**src/rtl/id_stage_pipe.sv**
```systemverilog
// id_stage_pipe: registered RV32I decode stage (OP-IMM/OP/LUI/AUIPC)
// with EX/MEM operand forwarding, load-use stall and ID/EX register.
module id_stage_pipe #(
  parameter int XLEN     = 32,
  parameter int REG_AW   = 5,
  parameter int ALUSEL_W = 3,
  parameter int ALUOP_W  = 8,
  parameter bit FWD_EN   = 1'b1
) (
  input  logic                clk,
  input  logic                rst,
  input  logic                in_valid,
  output logic                in_ready,
  input  logic [XLEN-1:0]     in_pc,
  input  logic [31:0]         in_inst,
  output logic                re1,
  output logic                re2,
  output logic [REG_AW-1:0]   raddr1,
  output logic [REG_AW-1:0]   raddr2,
  input  logic [XLEN-1:0]     rdata1,
  input  logic [XLEN-1:0]     rdata2,
  input  logic                ex_we,
  input  logic [REG_AW-1:0]   ex_waddr,
  input  logic [XLEN-1:0]     ex_wdata,
  input  logic                ex_is_load,
  input  logic                mem_we,
  input  logic [REG_AW-1:0]   mem_waddr,
  input  logic [XLEN-1:0]     mem_wdata,
  input  logic                flush,
  output logic                out_valid,
  input  logic                out_ready,
  output logic [XLEN-1:0]     out_pc,
  output logic [ALUSEL_W-1:0] alusel,
  output logic [ALUOP_W-1:0]  aluop,
  output logic                we,
  output logic [REG_AW-1:0]   waddr,
  output logic [XLEN-1:0]     opv1,
  output logic [XLEN-1:0]     opv2,
  output logic                illegal
);

  localparam logic [ALUSEL_W-1:0] S_NOP   = ALUSEL_W'(0);
  localparam logic [ALUSEL_W-1:0] S_LOGIC = ALUSEL_W'(1);
  localparam logic [ALUSEL_W-1:0] S_SHIFT = ALUSEL_W'(2);
  localparam logic [ALUSEL_W-1:0] S_ARITH = ALUSEL_W'(3);

  localparam logic [ALUOP_W-1:0] O_NOP  = ALUOP_W'(0);
  localparam logic [ALUOP_W-1:0] O_ADD  = ALUOP_W'(1);
  localparam logic [ALUOP_W-1:0] O_SLT  = ALUOP_W'(2);
  localparam logic [ALUOP_W-1:0] O_SLTU = ALUOP_W'(3);
  localparam logic [ALUOP_W-1:0] O_XOR  = ALUOP_W'(4);
  localparam logic [ALUOP_W-1:0] O_OR   = ALUOP_W'(5);
  localparam logic [ALUOP_W-1:0] O_AND  = ALUOP_W'(6);
  localparam logic [ALUOP_W-1:0] O_SLL  = ALUOP_W'(7);
  localparam logic [ALUOP_W-1:0] O_SRL  = ALUOP_W'(8);
  localparam logic [ALUOP_W-1:0] O_SRA  = ALUOP_W'(9);
  localparam logic [ALUOP_W-1:0] O_SUB  = ALUOP_W'(10);

  logic [6:0]        opc, f7;
  logic [2:0]        f3;
  logic [REG_AW-1:0] rs1, rs2, rd;
  logic              is_opimm, is_op, is_lui, is_auipc, alt;
  logic [XLEN-1:0]   imm_i, imm_u, shamt;

  assign opc      = in_inst[6:0];
  assign f3       = in_inst[14:12];
  assign f7       = in_inst[31:25];
  assign rd       = REG_AW'(in_inst[11:7]);
  assign rs1      = REG_AW'(in_inst[19:15]);
  assign rs2      = REG_AW'(in_inst[24:20]);
  assign is_opimm = (opc == 7'h13);
  assign is_op    = (opc == 7'h33);
  assign is_lui   = (opc == 7'h37);
  assign is_auipc = (opc == 7'h17);
  assign alt      = (f7 == 7'h20);
  assign imm_i    = XLEN'($signed(in_inst[31:20]));
  assign imm_u    = XLEN'($signed({in_inst[31:12], 12'h000}));
  assign shamt    = XLEN'(in_inst[24:20]);
  assign raddr1   = rs1;
  assign raddr2   = rs2;

  logic [ALUSEL_W-1:0] sel_d;
  logic [ALUOP_W-1:0]  op_d;
  logic                ill_d, we_d, pc_src;
  logic [XLEN-1:0]     imm_d, opv1_d, opv2_d;

  always_comb begin
    sel_d  = S_NOP;
    op_d   = O_NOP;
    ill_d  = 1'b0;
    re1    = 1'b0;
    re2    = 1'b0;
    imm_d  = '0;
    pc_src = 1'b0;
    unique case (1'b1)
      is_opimm: begin
        re1   = 1'b1;
        imm_d = (f3 == 3'd1 || f3 == 3'd5) ? shamt : imm_i;
        ill_d = (f3 == 3'd1 && f7 != 7'h00) ||
                (f3 == 3'd5 && f7 != 7'h00 && !alt);
      end
      is_op: begin
        re1   = 1'b1;
        re2   = 1'b1;
        ill_d = f7 != 7'h00 && !(alt && (f3 == 3'd0 || f3 == 3'd5));
      end
      is_lui:   imm_d = imm_u;
      is_auipc: begin
        imm_d  = imm_u;
        pc_src = 1'b1;
      end
      default:  ill_d = 1'b1;
    endcase
    if (is_opimm || is_op) begin
      // funct3 picks the op; alt (funct7=0x20) only flips ADD->SUB on OP
      unique case (f3)
        3'd0: begin
          sel_d = S_ARITH;
          op_d  = (is_op && alt) ? O_SUB : O_ADD;
        end
        3'd1: begin sel_d = S_SHIFT; op_d = O_SLL;  end
        3'd2: begin sel_d = S_ARITH; op_d = O_SLT;  end
        3'd3: begin sel_d = S_ARITH; op_d = O_SLTU; end
        3'd4: begin sel_d = S_LOGIC; op_d = O_XOR;  end
        3'd5: begin
          sel_d = S_SHIFT;
          op_d  = alt ? O_SRA : O_SRL;
        end
        3'd6: begin sel_d = S_LOGIC; op_d = O_OR;   end
        3'd7: begin sel_d = S_LOGIC; op_d = O_AND;  end
      endcase
    end else if (is_lui || is_auipc) begin
      sel_d = S_ARITH;
      op_d  = O_ADD;
    end
    if (ill_d) begin
      sel_d  = S_NOP;
      op_d   = O_NOP;
      re1    = 1'b0;
      re2    = 1'b0;
      imm_d  = '0;
      pc_src = 1'b0;
    end
  end

  assign we_d = !ill_d && (rd != '0);

  function automatic logic [XLEN-1:0] resolve(
    input logic [REG_AW-1:0] a,
    input logic [XLEN-1:0]   rf,
    input logic              exw,
    input logic              exl,
    input logic [REG_AW-1:0] exa,
    input logic [XLEN-1:0]   exd,
    input logic              mw,
    input logic [REG_AW-1:0] ma,
    input logic [XLEN-1:0]   md
  );
    if (a == '0) return '0;
    if (FWD_EN && exw && !exl && exa == a) return exd;
    if (FWD_EN && mw && ma == a) return md;
    return rf;
  endfunction

  assign opv1_d = re1 ? resolve(rs1, rdata1, ex_we, ex_is_load, ex_waddr,
                                ex_wdata, mem_we, mem_waddr, mem_wdata)
                      : (pc_src ? in_pc : '0);
  assign opv2_d = re2 ? resolve(rs2, rdata2, ex_we, ex_is_load, ex_waddr,
                                ex_wdata, mem_we, mem_waddr, mem_wdata)
                      : imm_d;

  logic hz1, hz2, hz, adv, acc;

  // without forwarding any pending EX/MEM write to a source must wait
  assign hz1 = re1 && rs1 != '0 &&
               ((ex_we && ex_waddr == rs1 && (ex_is_load || !FWD_EN)) ||
                (!FWD_EN && mem_we && mem_waddr == rs1));
  assign hz2 = re2 && rs2 != '0 &&
               ((ex_we && ex_waddr == rs2 && (ex_is_load || !FWD_EN)) ||
                (!FWD_EN && mem_we && mem_waddr == rs2));
  assign hz  = hz1 || hz2;

  logic                valid_q, we_q, ill_q;
  logic [XLEN-1:0]     pc_q, opv1_q, opv2_q;
  logic [ALUSEL_W-1:0] sel_q;
  logic [ALUOP_W-1:0]  op_q;
  logic [REG_AW-1:0]   waddr_q;

  assign adv      = out_ready || !valid_q;
  assign in_ready = adv && !hz && !flush;
  assign acc      = in_valid && in_ready;

  always_ff @(posedge clk or negedge rst) begin
    if (!rst) begin
      valid_q <= 1'b0;
      pc_q    <= '0;
      sel_q   <= '0;
      op_q    <= '0;
      we_q    <= 1'b0;
      waddr_q <= '0;
      opv1_q  <= '0;
      opv2_q  <= '0;
      ill_q   <= 1'b0;
    end else if (flush) begin
      valid_q <= 1'b0;
    end else if (acc) begin
      valid_q <= 1'b1;
      pc_q    <= in_pc;
      sel_q   <= sel_d;
      op_q    <= op_d;
      we_q    <= we_d;
      waddr_q <= rd;
      opv1_q  <= opv1_d;
      opv2_q  <= opv2_d;
      ill_q   <= ill_d;
    end else if (adv) begin
      valid_q <= 1'b0;
    end
  end

  assign out_valid = valid_q;
  assign out_pc    = pc_q;
  assign alusel    = sel_q;
  assign aluop     = op_q;
  assign we        = we_q;
  assign waddr     = waddr_q;
  assign opv1      = opv1_q;
  assign opv2      = opv2_q;
  assign illegal   = ill_q;

endmodule

```
**config.mk**
```make
export PLATFORM = sky130hd
export DESIGN_NAME = id_stage_pipe
export DESIGN_NICKNAME = d
export VERILOG_FILES = /design/src/rtl/id_stage_pipe.sv
export SDC_FILE = /design/constraint.sdc
export NUM_CORES = 1
export LEC_CHECK = 0
export ABC_AREA = 1
export CAP_MARGIN = 20
export CORE_MARGIN = 3
export CORE_UTILIZATION = 46
export DETAILED_ROUTE_END_ITERATION = 12
export HOLD_SLACK_MARGIN = 0.02
export PLACE_DENSITY = 0.86
export SLEW_MARGIN = 15
export SYNTH_ARGS = -nofsm -noshare
export SYNTH_HDL_FRONTEND = slang
export SYNTH_SLANG_ARGS = --single-unit
```
**constraint.sdc**
```tcl
create_clock -name clk -period 2.3 [get_ports clk]
set_input_delay 0.46 -clock clk [delete_from_list [all_inputs] [get_ports clk]]
set_output_delay 0.46 -clock clk [all_outputs]
set_load 0.02 [all_outputs]
```
Word level (Yosys, flattened, before mapping)
Index checks and enable logic that the tools add are counted.
- register bits after elaboration: 115
- latch bits: 0
- bits in writable memories: 0
- bits in read-only memories: 0
- output and inout bits: 128
- word-level logic and storage cells: 127
- memories: 0
- add/sub/neg operators: 0
- multipliers: 0
- div/mod/pow operators: 0
- magnitude comparators: 0
- eq/ne operators: 16
- shift operators: 0
- multiplexer cells: 50
- bitwise logic cells: 1
- reductions and logical operators: 51
- operators by type and width (cell ; count):
    32-bit two-way mux ; 17
    32-bit one-hot mux with 2 select lines ; 1
    8-bit one-hot mux with 8 select lines ; 1
    1-bit logical AND ; 23
    1-bit two-way mux ; 23
    7-bit by 6-bit == test with 1-bit output, second input constant ; 3
    5-bit == test ; 4
    8-bit two-way mux ; 2
    5-bit nonzero test ; 3
    7-bit by 5-bit == test with 1-bit output, second input constant ; 2
    3-bit == test, second input constant ; 4
    5-bit logical NOT ; 2
    3-bit one-hot mux with 3 select lines ; 1
    1-bit logical NOT ; 7
    1-bit logical OR ; 7
    7-bit nonzero test ; 1
    3-bit by 2-bit == test with 1-bit output, second input constant ; 2
    3-bit two-way mux ; 2
    2-bit OR reduction ; 3
    3-bit OR reduction ; 2
    4-bit two-way mux ; 1
    3-bit by 1-bit == test with 1-bit output, second input constant ; 1
    3-bit logical NOT ; 1
    1-bit one-hot mux with 3 select lines ; 1
    4 further kinds ; 4

Logic depth before layout (Yosys ltp)
Gate-level depths: netlist of run 1.
- depth after elaboration: 16
- depth in mapped cells: 15

Least setup slack after synthesis of run 1
OpenSTA, ideal clock, no wires.
- path type: input-to-output
- start point: in in_inst[5]
- end point: out in_ready
- arrival: 1.624 ns
- required time: 1.840 ns
- setup slack: 0.216 ns
- stages on the path: 10
- path through: inv_1 > nand3_1 > nor2_2 > nand3_1 > nor2_2 > nor2_8 > nand4_4 > nand2_2 > nor2_4 > buf_2
- cells in the longest elaborated chain, start to end: 10
- elaborated cells between the ends (all ways): 19
- classes of those cells: eq/ne: 4; mux: 5; reduce/logical: 10
- RTL lines (what ; RTL line ; RTL):
    from (decl) ; 15 ; input logic [31:0] in_inst,
    7-bit by 6-bit == test with 1-bit output, or another cell as far along ; 73 ; assign is_lui = (opc == 7'h37);
    2-bit OR reduction (no source line) ; n/a ;
    1-bit one-hot mux with 3 select lines / 1-bit two-way mux (equally long branches) ; 95 ; unique case (1'b1)
    1-bit two-way mux ; 136 ; if (ill_d) begin
    1-bit logical AND (on tied branches) (2 in a row) ; 175, 178 ;
    1-bit logical OR (*) ; 181 ; assign hz = hz1 || hz2;
    1-bit logical NOT (*) ; 190 ; assign in_ready = adv && !hz && !flush;
    1-bit logical AND (*) (2 in a row) ; 190 ;
    to (decl) ; 13 ; output logic in_ready,
Every way passes the cells marked *; elsewhere a longest branch is shown, timed or not.

Worst setup path in the final report of run 1
- start point: in in_inst[24]
- end point: out in_ready
- cells in the longest elaborated chain, start to end: 8
- elaborated cells between the ends (all ways): 10
- classes of those cells: eq/ne: 1; reduce/logical: 9
- RTL lines (what ; RTL line ; RTL):
    5-bit == test ; 179 ; ((ex_we && ex_waddr == rs2 && (ex_is_load || !FWD_EN)) ||
    1-bit logical AND (2 in a row) ; 179 ;
    1-bit logical AND (*) ; 178 ; assign hz2 = re2 && rs2 != '0 &&
    1-bit logical OR (*) ; 181 ;
    1-bit logical NOT (*) ; 190 ;
    1-bit logical AND (*) (2 in a row) ; 190 ;
Marks and branches as above.

==> impl_metrics.ini, run 1 <==
[setup_path]
worstPathArrival_ns = 1.81
critical_path.top_delay_family = simple AND/OR/NAND/NOR gates
crit_path_max_incr_delay_ns = 0.30
reg2reg_depth = 8
r2r_end = out_pc[23]$_DFFE_PN0P_
path_class = in -> out
path_depth = 9
crit_path_cell_trace = dlygate4sd2_1, xor2_1, nor2_1, nand3_1, nor2_2, nand4_4, nand2_2, nor2_4, buf_6
r2r_setup_slack_ns = 0.56
startpoint_type = input port
crit_fanout = 4
critical_path_buf_inv_count = 2
r2r-start = out_valid$_DFFE_PN0P_
required_ns = 1.84
end_kind = output pin
critPathSlowestCell = dlygate4sd2_1

[job]
max_cap_violations = 0

[placement]
place_inst = 1923
dp_hpwl_um = 28000
place_ws_ns = -0.694
gp_congestion = 0.898
port_buffers = 332

[floorplanning]
dieHeight_um = 147
io_pins = 338
start_util_pct = 47.8
fp-row-count = 50
coreArea_um2 = 19100
die_area_um2 = 21600
die_x_um = 147

[finish]
final_util_pct = 71.4
area_growth_pct = 49.2
layout.nets = 1898
drive_above_1_share_pct = 24.3
final_common_cell = nand2_1
mostFrequentLayoutCells = nand2_1 (481), clkdlybuf4s50_1 (294), inv_1 (131)
fin_cells = 1955

[clock_network]
clkSlewWorstSetupHoldPaths_ns = 0.09
cts_sinks = 110
cts_tree = yes
clock_path_buffers = 2
cts_hold_buf = 0
cts_made_buffers = 9
insertion_delay_ns = 0.36
htreeDepth = 3
root_buffer = clkbuf_16

[sta]
slew_violations = 0
min_period_over_period_pct = 98.5
setup_viol = 0
whs_ns = 0.0565
period_needed_ns = 2.27
fmax_mhz = 441
slew_headroom_pct = 49.6
worst_pin_slew_ns = 0.755
skew_ns = 0.00654
worst_slack_ns = 0.0338
hold_viol = 0

[detailed_routing]
drt_wl_total_um = 37900
via_per_inst = 5.37
vias = 10503
drtAntennaViolNets = 0
drt_iter0_drc = 1007
drc = 0
drtPass1Iterations = 8
wl_per_cell_um = 19.4

[min_path]
min_path_type = in -> async

[synthesis]
yosysWarnings = 0
synthCells = 1320
ys_types = 34
avgSynthCellArea_um2 = 6.91
syn-cell-area_um2 = 9130
synth_seq_cells = 110
seq_area_frac_synth_pct = 30.2

[power]
power_density_nw_per_um2 = 413
leakagePower_nw = 7.00
fin_total_pwr_w = 0.00563
ir_drop_v = 0.000353

[global_route]
grt_use_met2_pct = 56.9
grt_max_degree = 96
use_met3_pct = 6.66
grt_pass1_vias = 10542
antenna_found_initial = 4
grt_use_met1_pct = 43.6
grt.total_usage_pct = 33.9
grt_overflow = 0
top_usage_layer = met2
grt_pass1_wl_um = 58700

[outcome]
status = completed
## timing repair
item                       in CTS  in global routing
pin swaps                      30                 26
setup buffers                   8                  5
gates resized for setup        81                 29
setup endpoints to repair      94                 94
cloned                          0                  1
## report_power, final
part	total (W)	switching, W	internal [W]	leakage, nW
registers	0.00213	0.0000867	0.00204	1.47
clock network	0.00166	0.000865	0.000796	0.144
logic	0.00184	0.000987	0.000851	5.38
total	0.00563	0.00194	0.00369	7.00
## cell usage after synthesis
cell / n / area share [%]
a21oi_1: 29 / 1.6
a21oi_2: 1 / 0.096
a31oi_1: 1 / 0.069
buf_12: 11 / 2.4
buf_2: 19 / 1.0
buf_4: 18 / 1.5
buf_6: 3 / 0.37
buf_8: 11 / 1.8
clkbuf_1: 41 / 1.7
conb_1: 1 / 0.041
dfrtp_1: 110 / 30
inv_1: 135 / 5.6
inv_2: 5 / 0.21
nand2_1: 490 / 20
nand2_2: 102 / 7.0
nand2_4: 1 / 0.12
nand3_1: 116 / 6.4
nand3_2: 100 / 11
nand4_1: 69 / 4.7
nand4_4: 3 / 0.70
nor2_1: 25 / 1.0
nor2_2: 4 / 0.27
nor2_4: 3 / 0.37
nor2_8: 1 / 0.22
nor3_1: 4 / 0.22
nor3_2: 1 / 0.11
nor3b_1: 1 / 0.082
nor4_1: 1 / 0.069
o21ai_0: 2 / 0.11
o21ai_1: 2 / 0.11
o22ai_1: 3 / 0.21
or2_2: 1 / 0.069
xnor2_1: 2 / 0.19
xor2_1: 4 / 0.38
## final cells by class
class	instances	area (um^2)
well taps	260	325
flip-flops and latches	110	2750
inverters	140	526
fillers	1511	5460
repair buffers	456	4460
multi-input cells	971	5250
clock buffers	10	239
clock inverters	6	61.3
diodes	2	5.00
## state kept, by name (all words and copies together), names as in the netlist
signal,count
alusel,2
we,1
opv2,32
out_valid,1
illegal,1
aluop,4
opv1,32
out_pc,32
waddr,5
## through the flow
stage,TNS (ns),instance area (um^2)
2_1_floorplan,0,9140
3_3_place_gp,-51.19,13100
3_5_place_dp,-56.09,13100
4_1_cts,0,13500
5_1_grt,-0.00874,13600
6_report,0,13600
## kinds of logic after synthesis
family | share of synthesized area [%]
compound gates | 2.18
xor+xnor | 0.576
buf+inv | 14.6
simple gates | 52.5
flops | 30.2
other cells | 0.0411
## worst max path at each step
stage / start / to / slack, ns
after floorplan: in_inst[5] / in_ready / 0.22
after global placement: in_inst[1] / in_ready / -0.67
after detailed placement: in_inst[0] / in_ready / -0.69
after CTS: in_inst[27] / in_ready / 0.002
after global routing: in_inst[12] / in_ready / -0.009
final: in_inst[24] / in_ready / 0.03
## routing by layer
layer | share of wire [%] | vias up
met5 | 0.058 | -
met4 | 4.1 | 4
met3 | 9.3 | 105
met2 | 48 | 595
met1 | 39 | 4909
li1 | - | 4890
Power figures use the tool's default switching activity.
==> inputs of run 2 (changes only) <==
CAP_MARGIN = default   (was 20)
==> results of run 2 <==
No change in the layout: final DEF, timing and power equal those of run 1.
==> inputs of run 3 (changes only) <==
clock period = 2.2 ns   (was 2.3 ns; I/O delays follow)
==> impl_metrics.ini, run 3 (synthesized netlist as in run 1, its figures left out) <==
[outcome]
status = finished, violations left
violations = negative setup slack

[clock_network]
htreeDepth = 3
cts_sinks = 110
insertion_delay_ns = 0.37
cts_made_buffers = 9
cts_tree = yes
clkSlewWorstSetupHoldPaths_ns = 0.09
root_buffer = clkbuf_16
clock_path_buffers = 2

[floorplanning]
io_pins = 338
fp-row-count = 50
die_x_um = 147
start_util_pct = 47.8
die_area_um2 = 21600
dieHeight_um = 147
coreArea_um2 = 19100

[setup_path]
r2r_setup_slack_ns = 0.46
end_kind = output pin
reg2reg_depth = 8
startpoint_type = input port
path_class = in -> out
r2r-start = out_valid$_DFFE_PN0P_
worstPathArrival_ns = 1.76
required_ns = 1.76
crit_fanout = 3
r2r_end = alusel[1]$_DFFE_PN0P_

[finish]
final_common_cell = nand2_1
area_growth_pct = 51.5
multi_input_area_um2 = 5260
drive_above_1_share_pct = 25.4
seq_area_um2 = 2750
nFillCells = 1510
mostFrequentLayoutCells = nand2_1 (480), clkdlybuf4s50_1 (295), inv_1 (132)
layout.nets = 1912

[min_path]
min_path_type = in -> async

[power]
power_density_nw_per_um2 = 438
ir_drop_v = 0.000561
power.switching_w = 0.00206
p_int_w = 0.00399
seq_power_share_pct = 36.8
switching_share_pct = 34.0
power.share.clock_pct = 31.0
leakagePower_nw = 7.09
fin_total_pwr_w = 0.00605
combPwrFrac_pct = 32.2

[detailed_routing]
drtAntennaViolNets = 0
via_per_inst = 5.37
wl_per_cell_um = 19.0
drt_wl_total_um = 37500
drt_iter0_drc = 994
drtPass1Iterations = 9
drc = 0
vias = 10573
wl_met2_um = 18000
routed-wl-met3_um = 3660
wl_met1_um = 14300
dr.max_layer_used = met5

[global_route]
grt.total_usage_pct = 33.3
grt_pass1_wl_um = 57500
grt_max_degree = 89
antenna_found_initial = 3
grt_overflow = 0
grt_pass1_vias = 10625

[job]
max_cap_violations = 0

[sta]
worst_slack_ns = -0.00367
skew_ns = 0.00764
hold_viol = 0
min_period_over_period_pct = 100
whs_ns = 0.0158
slew_headroom_pct = 66.1
setup_viol = 1
period_needed_ns = 2.20
slew_violations = 0
fmax_mhz = 454
worst_pin_slew_ns = 0.508

[placement]
port_buffers = 332
dp_hpwl_um = 27700
gp_congestion = 0.924
run 3: changes by cell type in the layout (fill, tap and decap cells not counted), moves of 3 or more:
cell	previous run	this run
buf_12	19	24
clkbuf_2	8	5
dlygate4sd2_1	20	14
clkdlybuf4s15_2	0	3
buf_4	103	112
buf_2	2	8
run 3: timing repair:
action,CTS,global route
setup endpoints to repair,115,99
hold buffers,0,0
pin swaps,31,27
setup buffers,15,1
resized for setup,95,32
hold endpoints to repair,0,0
cloned,0,1
run 3: final cells by class:
cell class	instances	share of cell area (%)
clock buffer	9	1.63
multi-input combinational	971	38.1
sequential	110	19.9
inverter	140	3.80
tap	260	2.35
clock inverter	7	0.796
timing repair buffer	470	33.4
antenna	1	0.0181
run 3: power groups by stage:
stage | combinational [W] | sequential (W) | clock, W
global placement | 0.00186 | 0.00226 | 0
CTS | 0.00191 | 0.00223 | 0.00190
detailed placement | 0.00188 | 0.00226 | 0
floorplan | 0.000726 | 0.00240 | 0
finish | 0.00195 | 0.00223 | 0.00187
global route | 0.00207 | 0.00224 | 0.00197
run 3: how the worst max path moves through the flow:
stage	from	endpoint	cells past startpoint	slack [ns]
floorplan	in_inst[5]	in_ready	10	0.16
global placement	in_inst[1]	in_ready	12	-0.73
detailed placement	in_inst[1]	in_ready	12	-0.75
CTS	in_inst[26]	in_ready	12	0.002
global route	in_inst[2]	in_ready	12	-0.008
finish	in_inst[24]	in_ready	9	-0.004
run 3: metrics by stage:
step	instances	area, um^2	util, %	worst slack, ns	setup TNS, ns
after floorplan	1324	9140	-	0.156	0
after global placement	1934	13300	69.5	-0.734	-59.59
after detailed placement	1934	13300	69.5	-0.746	-62.53
after CTS	1965	13800	72.2	0.00219	0
after global routing	1968	13800	72.5	-0.00819	-0.00819
final	1968	13800	72.5	-0.00367	-0.00367
run 3: worst max-delay path, stage by stage:
cell           delay [ns]
dlygate4sd2_1        0.29
xor2_1               0.17
nor2_1               0.20
nand3_2              0.15
nor2_4               0.13
nand4_4              0.11
nand2_2              0.09
nor2_4               0.05
buf_6                0.12
run 3: metal layers:
layer  GRT usage [%]  vias up
li1                -     4925
met1            41.0     4912
met2            57.2      618
met3            8.54      114
met4            10.9        4
met5               0        -
